--- src/rtl/screen_render.sv ---
// Display-scan driver: time-multiplexes an 8x16 bitmap and eight hex digits
// onto the 32-bit GPIO0 bus, one row and one seven-segment digit per scan slot.
module screen_render #(
    parameter int SCAN_DIV     = 50000,
    parameter int BLANK_CYCLES = 16
) (
    input  logic        clock,
    input  logic        reset_n,
    input  logic [31:0] sev_seg,
    input  logic [15:0] row0,
    input  logic [15:0] row1,
    input  logic [15:0] row2,
    input  logic [15:0] row3,
    input  logic [15:0] row4,
    input  logic [15:0] row5,
    input  logic [15:0] row6,
    input  logic [15:0] row7,
    output logic [31:0] gpio_out
);

    localparam int              PW       = (SCAN_DIV > 2) ? $clog2(SCAN_DIV) : 1;
    localparam logic [PW-1:0]   PRE_MAX  = PW'(SCAN_DIV - 1);
    localparam logic [31:0]     RESET_BUS = 32'h7F00_0000;

    logic [PW-1:0] prescaler;
    logic [2:0]    idx;
    logic          in_blank;
    logic [15:0]   row_sel;
    logic [3:0]    digit;
    logic [7:0]    enable;
    logic [31:0]   next_bus;

    function automatic logic [6:0] hex_to_seg(input logic [3:0] value);
        logic [6:0] seg;
        case (value)
            4'h0: seg = 7'h40;
            4'h1: seg = 7'h79;
            4'h2: seg = 7'h24;
            4'h3: seg = 7'h30;
            4'h4: seg = 7'h19;
            4'h5: seg = 7'h12;
            4'h6: seg = 7'h02;
            4'h7: seg = 7'h78;
            4'h8: seg = 7'h00;
            4'h9: seg = 7'h10;
            4'hA: seg = 7'h08;
            4'hB: seg = 7'h03;
            4'hC: seg = 7'h46;
            4'hD: seg = 7'h21;
            4'hE: seg = 7'h06;
            default: seg = 7'h0E;
        endcase
        return seg;
    endfunction

    // A zero-length blank phase would otherwise be a constant compare against zero.
    generate
        if (BLANK_CYCLES == 0) begin : g_no_blank
            assign in_blank = 1'b0;
        end else begin : g_blank
            localparam logic [PW-1:0] BLANK_LIM = PW'(BLANK_CYCLES);
            assign in_blank = (prescaler < BLANK_LIM);
        end
    endgenerate

    always_comb begin
        row_sel = 16'h0000;
        case (idx)
            3'd0: row_sel = row0;
            3'd1: row_sel = row1;
            3'd2: row_sel = row2;
            3'd3: row_sel = row3;
            3'd4: row_sel = row4;
            3'd5: row_sel = row5;
            3'd6: row_sel = row6;
            default: row_sel = row7;
        endcase
    end

    assign digit  = sev_seg[{idx, 2'b00} +: 4];
    assign enable = 8'b0000_0001 << idx;

    // Marker tracks idx in both phases; only the lower 31 bits change with the phase.
    always_comb begin
        next_bus = {(idx == 3'd0), 7'h7F, 8'h00, 16'h0000};
        if (!in_blank) begin
            next_bus[30:0] = {hex_to_seg(digit), enable, row_sel};
        end
    end

    always_ff @(posedge clock or negedge reset_n) begin
        if (!reset_n) begin
            prescaler <= '0;
            idx       <= 3'd0;
            gpio_out  <= RESET_BUS;
        end else begin
            gpio_out <= next_bus;
            if (prescaler == PRE_MAX) begin
                prescaler <= '0;
                idx       <= idx + 3'd1;
            end else begin
                prescaler <= prescaler + PW'(1);
            end
        end
    end

endmodule

--- config.mk ---
export PLATFORM = sky130hd
export DESIGN_NAME = screen_render
export DESIGN_NICKNAME = d
export VERILOG_FILES = /design/src/rtl/screen_render.sv
export SDC_FILE = /design/constraint.sdc
export NUM_CORES = 1
export LEC_CHECK = 0
export CAP_MARGIN = 15
export CORE_MARGIN = 5
export CORE_UTILIZATION = 35
export CTS_CLUSTER_DIAMETER = 100
export DETAILED_ROUTE_END_ITERATION = 8
export PLACE_DENSITY = 0.78
export SLEW_MARGIN = 5
export SYNTH_ARGS = -nofsm -noshare
export SYNTH_HDL_FRONTEND = slang
export SYNTH_SLANG_ARGS = --single-unit
--- constraint.sdc ---
create_clock -name clock -period 2.5 [get_ports clock]
set_clock_uncertainty 0.15 [all_clocks]
set_input_delay 0.25 -clock clock [delete_from_list [all_inputs] [get_ports clock]]
set_output_delay 0.25 -clock clock [all_outputs]
set_load 0.02 [all_outputs]
# After elaboration in Yosys (flattened, before gate mapping)
# Memories as Yosys holds them, arrays and structs flattened.
# Index checks and enable logic that the tools add are counted.
# totals
out_inout_bits	32
n_memories	1
elab_cells	20
rom_bits	112
reg_bits	51
input_bits	162
# memory_table
name	depth	word_bits	rd	rd_clocked_by_memory_dff	wr	line	rtl
(no name shown)	16	7	1	0	0	35	case (value)
# classes
n_shift	2
n_eq_ne	7
n_mux	3
add_sub_neg	2
magnitude_cmp	1
reduce_logical	1
# op_table
op	n
16-bit case mux with 7 select lines	1
32-bit by 6-bit variable part select with 4-bit output	1
31-bit two-way mux	1
16-bit by 1-bit adder with 16-bit output (second input constant)	1
16-bit == test (second input constant)	1
16-bit by 5-bit less-than comparator with 1-bit output (second input constant)	1
16-bit two-way mux	1
3-bit == test (second input constant)	3
1-bit by 3-bit left shift with 8-bit output (first input constant)	1
3-bit by 2-bit == test with 1-bit output (second input constant)	2
3-bit by 1-bit adder with 3-bit output (second input constant)	1
3-bit by 1-bit == test with 1-bit output (second input constant)	1
3-bit zero test	1

# Depth between registers and ports, before layout
# depth
ltp_word	3
mapped_depth	10

# Least setup slack after synthesis
# Ideal clock, no wire load.
# synth_path
path_kind	register to register
from	register idx[2]
to	register gpio_out[10]
path_stages_with_launch	11
required_ps	2272
arrival_ps	2332
setup_slack_ps	-59
period_less_slack_ps	2559
path_cell_list	dfrtp_1 > clkbuf_1 > buf_2 > buf_2 > inv_2 > ha_1 > clkbuf_1 > nor4_4 > buf_2 > a221oi_1 > a21oi_1
# synth_between
elab_chain_cells	3
word_cells_on_any_way	9
# synth_rtl
item	line	rtl
from (decl)	26	logic [2:0] idx;
from (signal assigned)	100	idx <= idx + 3'd1;
3-bit == test (tied with other cells)	68	case (idx)
16-bit case mux with 7 select lines (*)	68	
31-bit two-way mux (*)	86	if (!in_blank) begin
named net next_bus[10]	31	logic [31:0] next_bus;
to (signal assigned)	97	gpio_out <= next_bus;
to (decl)	18	output logic [31:0] gpio_out
# Mark *: on every way through the listed nets, which the timed path passes. The rest lies on a longest branch.
# A chain may end at the register's enable or synchronous reset.

# Worst setup path in the final report
# layout_path
from	register idx[0]
to	register gpio_out[14]
# The elaborated chain is that of the path after synthesis.

==> out/metrics.yaml <==
clk_pin_slew_ns: 0.10
areaGrowthSynthToFinish_pct: 66.9
fin_nets: 688
cts_tree: "done"
place_area_um2: 5380
ys_top_cells_by_area: "dfrtp_1 33%, a221oi_1 8.0%, mux2_2 7.5%"
power.density_nw_per_um2: 328
grt_pass1_vias: 3421
async_flop_share: 1.00
finalPower_mw: 1.80
critPathBufInv: 2
clock_latency_ns: 0.31
drc: 0
cts_setup_buffers: 0
dpl.hpwl_um: 9750
antenna_found_initial: 0
syn_inst: 322
fin_crit_ns: 2.31
holdWs_ns: 0.342
post-route-util: 0.597
antenna_cells: 0
grt_pass1_wl_um: 17800
rsz0062_at_grt: "no"
h-tree-depth: 2
drv_cap: 0
setup_tns_ns: 0
peakVddDrop_v: 0.000206
die_x_um: 107
syn_nets: 496
fin_area_um2: 5490
drtPass1Iterations: 4
worstPathRequired_ns: 2.54
drt_wl_total_um: 11900
slew_headroom: 0.425
crit_family: "compound AO/OA/AOI/OAI gates"
cts_buffers: 5
outcome: "complete, no violations"
yosysSeqAreaShare: 0.391
cp_cell_sequence: "inv_1 > ha_1 > buf_12 > a221oi_1 > a21oi_1 > a221oi_1 > a21oi_1"
clock_path_buffers: 2
cts_sinks: 51
fmax_mhz: 433
cp_data_arrival_time_ns: 2.35
holdPathStages: 1
dieArea_um2: 11400
gp_congestion: 0.989
worst_pin_slew_ns: 0.862
yosysMostFrequentCell: "dfrtp_1"
setup_viol: 0
reg2regPathDepth: 7
wl_per_cell_um: 18.9
drt-vias-per-instance: 5.41
dpl.cell_count: 617
setup.worst_path.class: "reg -> reg"
synth_top_area_frac: 0.335
path_max_fanout: 32
layout.cells.non_filler: 626
synth_area_per_cell_um2: 10.2
leakage_nw: 2.18
slew_viol_final: 0
final_antenna_net_count: 0
synthTopCellsByCount: "44 x dfrtp_1, 30 x a221oi_1, 28 x a21oi_1, 26 x nand2_1, 22 x mux2_2"
start_kind: "register"
drtIter0Drc: 170
fin_crit_sh: 0.923
slowest_stage: "dfrtp_1"
grt_max_degree: 40
place_ws_ns: 0.0638
cp.depth: 7
coreArea_um2: 9200
finalHoldViolCount: 0
root_buffer: "clkbuf_8"
initial_core_util: 0.358
endpoint_kind: "register"
grt.total_usage: 0.200
synth_cell_types: 46
ios: 194
setup_ws_ns: 0.192
ys.flop_type: "dfrtp_1"
overflow: 0
rows: 35
synth_edf_count: 0
drive_above_1_share: 0.136
syn_area_um2: 3290
hold_class: "reg -> reg"
die_y_um: 107
cpPeakStageDelay_ns: 0.49
vias: 3387
ys_ff_latch: 51
port_buffers: 193
yosys_warnings: 0
yosysTopAreaCell: "dfrtp_1"
-- what timing repair did --
item | CTS | global route
hold buffers | 1 | 0
gates resized for setup | 0 | 2
endpoints found under the hold margin | 30 | 0
setup endpoints to repair | 0 | 2
-- flip-flops by register name, summed over array words and instances (netlist names) --
signal,flops
gpio_out,32
prescaler,16
idx,3
-- power breakdown --
part	total, mW	switching [mW]	internal, mW
Combinational	0.456	0.145	0.311
Clock	0.483	0.281	0.202
Sequential	0.863	0.00827	0.855
Total	1.80	0.434	1.37
-- final cells by class --
| class | count | area, um^2 |
|---|---|---|
| multi-input combinational | 238 | 1860 |
| fill | 753 | 3710 |
| inverter | 8 | 30.0 |
| timing repair buffer | 210 | 2080 |
| clock buffer | 6 | 72.6 |
| sequential | 51 | 1290 |
| tap | 111 | 139 |
| clock inverter | 2 | 16.3 |
-- cell usage in the layout, fill, tap and decap left out, drive strengths merged, types with 3 or more instances in the layout --
cell             n
xor2             8
nor3             6
xnor2            7
dfstp            7
buf             17
o21ai            5
nor2b            3
nor2            18
clkbuf           6
nand3            4
a221oi          30
ha              12
nand4            6
a21oi           28
clkdlybuf4s50  192
nand2           26
a22oi           17
mux2            24
dfrtp           44
mux2i           10
and3             7
inv              9
mux4             6
-- final timing paths --
check                           slack (ns)          from           end
worst max-delay path                  0.19        idx[0]  gpio_out[14]
worst min-delay path                  0.34  prescaler[0]  prescaler[0]
worst max register to register        0.19        idx[0]  gpio_out[14]
worst min register to register        0.34  prescaler[0]  prescaler[0]
max in group asynchronous             1.07       reset_n        idx[1]
min in group asynchronous             0.44       reset_n  gpio_out[10]
-- kinds of logic after synthesis --
family                     share of synthesized area
AOI/OAI and AO/OA                              0.200
and+or+nand+nor                                0.119
DFF                                            0.391
muxes                                          0.159
buffers and inverters                         0.0456
xor gates and xnor gates                      0.0399
adders and majority gates                     0.0456
-- layer usage --
metal,wire length [um],global-route usage,vias to the layer above
li1,-,-,1609
met1,4930,0.265,1627
met2,5740,0.315,133
met3,894,0.0584,18
met4,284,0.0603,0
met5,0,0,-
(Power assumes the default switching activity.)
